File: src/rtl/lpc_autocorr_engine.sv
// Frame autocorrelation R[0..ORDER] of signed PCM samples using one serial MAC.
// Each accepted sample occupies the engine for ORDER+3 cycles (ORDER+4 on the last sample of a frame).
// There is no backpressure: a sample strobed while busy is dropped and the sticky overrun flag is set.
// Ports: clk/rst (sync, active-high); x/x_valid sample input; frame_done pulse and r_flat frozen bank;
//        address/read/write/writedata/readdata 16-bit host register port (readdata registered).
module lpc_autocorr_engine #(
  parameter int DATA_W    = 16,
  parameter int ORDER     = 10,
  parameter int MAX_FRAME = 256,
  parameter int ACC_W     = 2*DATA_W + $clog2(MAX_FRAME)
) (
  input  logic                         clk,
  input  logic                         rst,
  input  logic [DATA_W-1:0]            x,
  input  logic                         x_valid,
  output logic                         frame_done,
  output logic [(ORDER+1)*ACC_W-1:0]   r_flat,
  input  logic [15:0]                  address,
  input  logic                         read,
  input  logic                         write,
  input  logic [15:0]                  writedata,
  output logic [15:0]                  readdata
);

  localparam int LEN_W  = $clog2(MAX_FRAME+1);
  localparam int K_W    = $clog2(ORDER+1);
  localparam int PROD_W = 2*DATA_W;
  localparam logic [15:0]      MAX_FRAME_16 = 16'(MAX_FRAME);
  localparam logic [LEN_W-1:0] LEN_RESET    = LEN_W'((MAX_FRAME < 240) ? MAX_FRAME : 240);

  typedef enum logic [1:0] {IDLE, SHIFT, MAC, COMMIT} state_t;

  state_t                    state;
  logic signed [DATA_W-1:0]  x_cap;
  logic signed [DATA_W-1:0]  d    [0:ORDER];
  logic signed [ACC_W-1:0]   acc  [0:ORDER];
  logic signed [ACC_W-1:0]   bank [0:ORDER];
  logic [K_W-1:0]            k;
  logic [LEN_W-1:0]          count;
  logic [LEN_W-1:0]          count_nxt;
  logic [LEN_W-1:0]          frame_len;
  logic [5:0]                norm_shift;
  logic                      frame_ready;
  logic                      overrun;
  logic                      busy;

  // Register decode
  logic             len_wr;
  logic [LEN_W-1:0] len_wdata;
  logic             status_rd;

  assign busy      = (state != IDLE);
  assign count_nxt = count + 1'b1;
  assign len_wr    = write && (address == 16'h0) && (writedata != 16'h0);
  assign len_wdata = (writedata > MAX_FRAME_16) ? LEN_W'(MAX_FRAME) : writedata[LEN_W-1:0];
  assign status_rd = read && (address == 16'h1);

  // Full-precision product, sign-extended into the accumulator width
  logic signed [PROD_W-1:0] prod;
  logic signed [ACC_W-1:0]  prod_ext;
  assign prod     = d[0] * d[k];
  assign prod_ext = {{(ACC_W-PROD_W){prod[PROD_W-1]}}, prod};

  // Coefficient read path: arithmetic shift then saturate to 16 bits
  logic [15:0]             coef_off;
  logic                    coef_hit;
  logic signed [ACC_W-1:0] coef_sel;
  logic signed [ACC_W-1:0] coef_sh;
  logic [15:0]             coef_sat;
  logic [15:0]             rd_mux;

  assign coef_off = address - 16'h10;
  assign coef_hit = (address >= 16'h10) && (coef_off <= 16'(ORDER));
  assign coef_sel = bank[coef_off[K_W-1:0]];
  assign coef_sh  = coef_sel >>> norm_shift;

  always_comb begin
    coef_sat = coef_sh[15:0];
    // Upper bits must all match the sign bit for the value to fit in 16 bits
    if (!coef_sh[ACC_W-1] && (|coef_sh[ACC_W-2:15]))
      coef_sat = 16'h7FFF;
    else if (coef_sh[ACC_W-1] && !(&coef_sh[ACC_W-2:15]))
      coef_sat = 16'h8000;
  end

  always_comb begin
    rd_mux = 16'h0;
    case (address)
      16'h0:   rd_mux = 16'(frame_len);
      16'h1:   rd_mux = {13'b0, busy, overrun, frame_ready};
      16'h2:   rd_mux = {10'b0, norm_shift};
      default: if (coef_hit) rd_mux = coef_sat;
    endcase
  end

  always_ff @(posedge clk) begin
    if (rst) begin
      state       <= IDLE;
      x_cap       <= '0;
      k           <= '0;
      count       <= '0;
      frame_len   <= LEN_RESET;
      norm_shift  <= '0;
      frame_ready <= 1'b0;
      overrun     <= 1'b0;
      frame_done  <= 1'b0;
      readdata    <= '0;
      for (int i = 0; i <= ORDER; i++) begin
        d[i]    <= '0;
        acc[i]  <= '0;
        bank[i] <= '0;
      end
    end else begin
      frame_done <= 1'b0;

      if (write && (address == 16'h2))
        norm_shift <= writedata[5:0];

      if (len_wr) begin
        // New frame length aborts the frame in progress; bank keeps the last result
        frame_len <= len_wdata;
        state     <= IDLE;
        k         <= '0;
        count     <= '0;
        for (int i = 0; i <= ORDER; i++) begin
          d[i]   <= '0;
          acc[i] <= '0;
        end
      end else begin
        case (state)
          IDLE: begin
            if (x_valid) begin
              x_cap <= x;
              state <= SHIFT;
            end
          end
          SHIFT: begin
            d[0] <= x_cap;
            for (int i = 1; i <= ORDER; i++)
              d[i] <= d[i-1];
            k     <= '0;
            state <= MAC;
          end
          MAC: begin
            acc[k] <= acc[k] + prod_ext;
            if (k == K_W'(ORDER)) begin
              k     <= '0;
              count <= count_nxt;
              state <= (count_nxt == frame_len) ? COMMIT : IDLE;
            end else begin
              k <= k + 1'b1;
            end
          end
          COMMIT: begin
            frame_done <= 1'b1;
            count      <= '0;
            state      <= IDLE;
            // Clearing the delay line keeps lags from reaching into the previous frame
            for (int i = 0; i <= ORDER; i++) begin
              bank[i] <= acc[i];
              acc[i]  <= '0;
              d[i]    <= '0;
            end
          end
          default: state <= IDLE;
        endcase
      end

      // Sticky flags: a set in the same cycle as the clearing read wins
      if (state == COMMIT && !len_wr)
        frame_ready <= 1'b1;
      else if (status_rd)
        frame_ready <= 1'b0;

      if (x_valid && busy)
        overrun <= 1'b1;
      else if (status_rd)
        overrun <= 1'b0;

      if (read)
        readdata <= rd_mux;
    end
  end

  for (genvar g = 0; g <= ORDER; g++) begin : g_flat
    assign r_flat[g*ACC_W +: ACC_W] = bank[g];
  end

endmodule

File: config.mk
export PLATFORM = sky130hd
export DESIGN_NAME = lpc_autocorr_engine
export DESIGN_NICKNAME = d
export VERILOG_FILES = /design/src/rtl/lpc_autocorr_engine.sv
export SDC_FILE = /design/constraint.sdc
export NUM_CORES = 2
export LEC_CHECK = 0
export BUFFER_PORTS_ARGS = -buffer_cell sky130_fd_sc_hd__buf_2
export CAP_MARGIN = 10
export CORE_ASPECT_RATIO = 0.5
export CORE_MARGIN = 4
export CORE_UTILIZATION = 50
export DETAILED_ROUTE_END_ITERATION = 8
export HOLD_SLACK_MARGIN = 0.02
export PLACE_DENSITY = 0.69
export SETUP_SLACK_MARGIN = 0.1
export SYNTH_ARGS = -nofsm -noshare
export SYNTH_HDL_FRONTEND = slang
export SYNTH_SLANG_ARGS = --single-unit
File: constraint.sdc
create_clock -name clk -period 18.3 [get_ports clk]
set_input_delay 0.915 -clock clk [delete_from_list [all_inputs] [get_ports clk]]
set_output_delay 0.915 -clock clk [all_outputs]
set_load 0.03 [all_outputs]
# Yosys cells after proc, flatten, opt, wreduce, memory -nomap -nowiden
# Memories as Yosys holds them, arrays and structs flattened. A register that Yosys moved wholly into a read port is not among the register bits.
# Index checks and enable logic that the tools add are counted.
# op_classes
addsub,4
multipliers,1
n_div,0
magnitude_cmp,3
eq_ne,9
n_shift,1
n_mux,106
bitwise_logic,67
n_reduce_logical,27
# op_table
op,n
$mux 40,34
$mux 16,36
$or 1x1->1,66
$pmux 16 s3,1
$add 40x32->40,1
$reduce_or 40->1,1
$sshr 40x6->40,1
$mul 16x16->32,1
$mux 4,6
$reduce_and 24->1,1
$reduce_or 24->1,1
$mux 1,21
$mux 9,2
$pmux 9 s2,1
$eq 16x1->1 const B,1
$eq 16x2->1 const B,1
$ge 16x5->1 const B,1
$gt 16x9->1 const B,1
$le 16x4->1 const B,1
$logic_not 16->1,1
$reduce_bool 16->1,1
$sub 16x5->16 const B,1
$reduce_bool 2->1,5
$add 9x1->9 const B,1
16 further kinds,31
# word_totals
ff_bits,65
latchBits,0
ramBits,1056
romBits,0
inputBits,53
out_inout_bits,457
elab_cells,231
n_memories,3
# memory_table
memory,words,width,read_ports,rd_clocked_by_memory_dff,write_ports,line_no,source
acc,11,40,12,1,11,36,logic signed [ACC_W-1:0] acc [0:ORDER];
bank,11,40,12,0,11,37,logic signed [ACC_W-1:0] bank [0:ORDER];
d,11,16,11,1,11,35,logic signed [DATA_W-1:0] d [0:ORDER];

# Logic depth before layout (Yosys ltp)
# An unclocked memory read counts as a cell.
# depth
ltp_word,10
ltp_mapped,32

# Least setup slack after synthesis
# Ideal clock, no wire load.
# synth_path
path_type,input port to flip-flop
startpoint,in address[1]
endpoint,mem bank[0][0] (netlist name) (enable)
arrival_time_ps,9889
t_required_ps,15120
setup_slack_ps,5231
cell_stages,13
n_path_buf,9
cell_sequence,buf_6 -> buf_8 -> buf_6 -> buf_4 -> buf_4 -> buf_2 -> buf_2 -> clkbuf_1 -> a21oi_1 -> nand3_1 -> clkbuf_1 -> nand2_1 -> nand2_1
# synth_lines
item,line_no,source
start: declaration,18,"input logic [15:0] address,"
end: declaration,37,

==> results.ini <==
[outcome]
outcome=completed

[final_layout]
drive_gt1_share_pct=19.9
syn_to_final_growth_pct=11.5
final_cells=7758
utilization_pct=56.1
fin_nets=6261

[timing]
finalHoldViolations=0
drv_slew=0
setup_viol=0
finalSetupTns_ns=0
period_share_pct=59.0
clock.fmax_ghz=0.0927
post-route-min-period_ns=10.79
tightest_slew_ns=1.31
rsz0062_at_grt=false
relSlewSlack_pct=12.2
finalClockSkew_ns=0.0486

[route]
viasPerCell=6.18
dr.first_iter.drc_count=6801
routed_wl_mm=234
vias=47900
routedWlPerCell_um=30.2
drtAntennaViolNets=0
route.detailed.drc=0
dr.pass1.iters=6

[clock_tree]
post-cts-setup-buffer-count=0
cts_made_buffers=117
cts_tree=built
h-tree-depth=3
clock_latency_ns=0.77
clkSinkCount=1325
clockBufferDepth=3
path_clk_slew_ns=0.07
hold_buffers=0
clockRootBuffer=clkbuf_16
cts-resized-gates=0

[flow_run]
cap_violations=0

[setup_path]
path_max_fanout=39
slowest_delay_ns=0.84
reg2regPathDepth=28
critPathRequiredTime_ns=18.74
critPathLaunchType=flip-flop
r2r_slack_ns=7.51
path_class=reg -> reg
rr_endpoint=acc[15][32]
path_buf_inv=8
crit_family=adder cells
cp_data_arrival_time_ns=11.23
cpMaxStageDelayCell=xnor2_1
critical_path.endpoint_type=flip-flop

[logic_synthesis]
synth_cells=5409
synthSimpleGateAreaFrac_pct=12.0
synthMuxAreaShare_pct=12.9
ys_types=82
synth_warnings=0
synth_adder_area_share_pct=11.3
syn-num-nets=5912
synth-main-ff-cell=edfxtp_1
synth_top_family_by_area=multiplexers
syn_avg_cell_area_um2=13.3
synth_xor_area_share_pct=0.693
ys_seq_area_share_pct=54.3
ys_async_sr_fraction_pct=0
synth-edff-count=1256
netlist_area_um2=72000
synth-compound-area-share_pct=4.39
ys_seq_elements=1325

[place]
hpwl_mm=163
portBuffers=509
place_inst=7537
gp_congestion=0.966

[min_path]
min_path_type=in -> reg
hold_end=frame_len[7]
holdCritStartpoint=writedata[7]
whs_path_depth=2

[die]
die_x_um=545
chipHeight_um=276
die-area_um2=151000
start_util_pct=50.4
ioPinCount=510
core_um2=143000
rows=98

[global_route]
grt_max_degree=163
antenna_found_initial=18
grt_pass1_wl_mm=336
grt_pass1_vias=47400
grt_use_total_pct=30.8
overflow=0

synthesized netlist by cell type, drive strengths merged, types with 5 or more instances:
library cell	n	area, um^2
a221o	6	60.1
o21a	8	60.1
mux2	20	225
xnor2	37	324
o31ai	39	317
a311oi	5	43.8
fa	330	6610
a22o	9	78.8
o311ai	9	78.8
a22oi	11	82.6
a21oi	95	475
a211oi	10	75.1
edfxtp	1256	37700
mux4	290	6530
nand3	26	130
and3	191	1190
nand3b	8	60.1
a31oi	9	62.6
o22ai	76	475
buf	89	472
o2111ai	5	43.8
nand2	277	1040
nor2	583	2190
a21o	22	165
or2	5	31.3
o211ai	54	405
xor2	20	175
o211a	5	50.1
mux2i	254	2550
inv	431	1620
nor2b	56	350
o21ai	63	315
dfxtp	69	1380
ha	120	1500
nand2b	15	93.8
and2	515	3220
nor3	29	145
or3	6	37.5
clkbuf	292	1100
o21bai	8	60.1
nor4	8	50.1
worst max path at each step:
stage / from / to / slack (ns) / cells after the start
after CTS: flip-flop / acc[15][32] / 7.50 / 28
after global placement: flip-flop / acc[12][32] / 7.70 / 28
after detailed placement: flip-flop / acc[13][32] / 7.53 / 28
after global routing: flip-flop / acc[15][39] / 6.92 / 27
final: flip-flop / acc[15][32] / 7.51 / 28
after floorplan: address[1] / bank[0][0] / 5.23 / 13
logic make-up (layout without fill, tap and decap cells):
| logic type | Yosys count | in the layout |
|---|---|---|
| compound gates | 468 | 468 |
| xor+xnor | 57 | 57 |
| fa+ha+maj | 450 | 450 |
| buf+inv | 814 | 1260 |
| flops | 1325 | 1325 |
| mux | 564 | 564 |
| other cells | 0 | 3 |
| simple gates | 1731 | 1731 |
state kept, by name, indices dropped and copies added (netlist names), 2 cells and up, named ones only:
| signal | count |
|---|---|
| acc | 640 |
| bank | 440 |
| d | 176 |
| readdata | 16 |
| x_cap | 16 |
| count | 9 |
| frame_len | 9 |
| norm_shift | 6 |
| k | 4 |
| state | 2 |
layout by cell type (no fill, tap or decap), types with 26 or more instances in the layout:
cell type	n
a21oi_1	95
o22ai_1	76
buf_2	505
inv_1	430
clkbuf_16	119
and2_1	514
nand2_1	254
clkinv_2	26
o211ai_1	54
mux4_2	290
ha_1	119
and3_1	191
mux2i_1	253
nor2_1	576
o31ai_1	32
buf_4	100
xnor2_1	32
nor2b_1	56
nor3_1	29
fa_1	330
dfxtp_1	65
edfxtp_1	1256
o21ai_0	58
layout make-up:
class	count	area [um^2]
Fill cell	11500	62700
Sequential cell	1325	39100
Multi-Input combinational cell	3270	30000
Timing Repair Buffer	611	3380
Clock buffer	141	3080
Tap cell	1900	2380
Inverter	433	1630
Clock inverter	75	652
Antenna cell	3	7.51
per-stage QoR:
stage / hold WS (ns) / setup WS, ns / instance area, um^2
after CTS: 0.354 / 7.50 / 80200
after floorplan: 0.432 / 5.23 / 72000
final: 0.405 / 7.51 / 80300
after global routing: 0.386 / 6.92 / 80300
after global placement: 0.440 / 7.70 / 76500
after detailed placement: 0.444 / 7.53 / 76500
worst reg2reg max path: cells and delay by family (launching register included):
| kind | cells | cell delay (ns) |
|---|---|---|
| DFF | 1 | 0.64 |
| muxes | 2 | 1.28 |
| AOI/OAI and AO/OA | 7 | 1.39 |
| and+or+nand+nor | 3 | 0.73 |
| adders and majority gates | 7 | 3.65 |
| buffers and inverters | 8 | 1.93 |
| xor gates and xnor gates | 1 | 0.84 |
metal layers:
metal	wire, um	share of wire, %	vias to the layer above	track usage (%)
met3	31100	13	473	9.92
met5	41	0.017	-	0
met1	90200	38	24600	42.7
met2	103000	44	2951	45.5
met4	10200	4.4	6	11.5
li1	-	-	19900	-
Power is left out: the tool's default activity adds up to more than one toggle a clock period on the data nets, which glitch-free logic cannot reach.
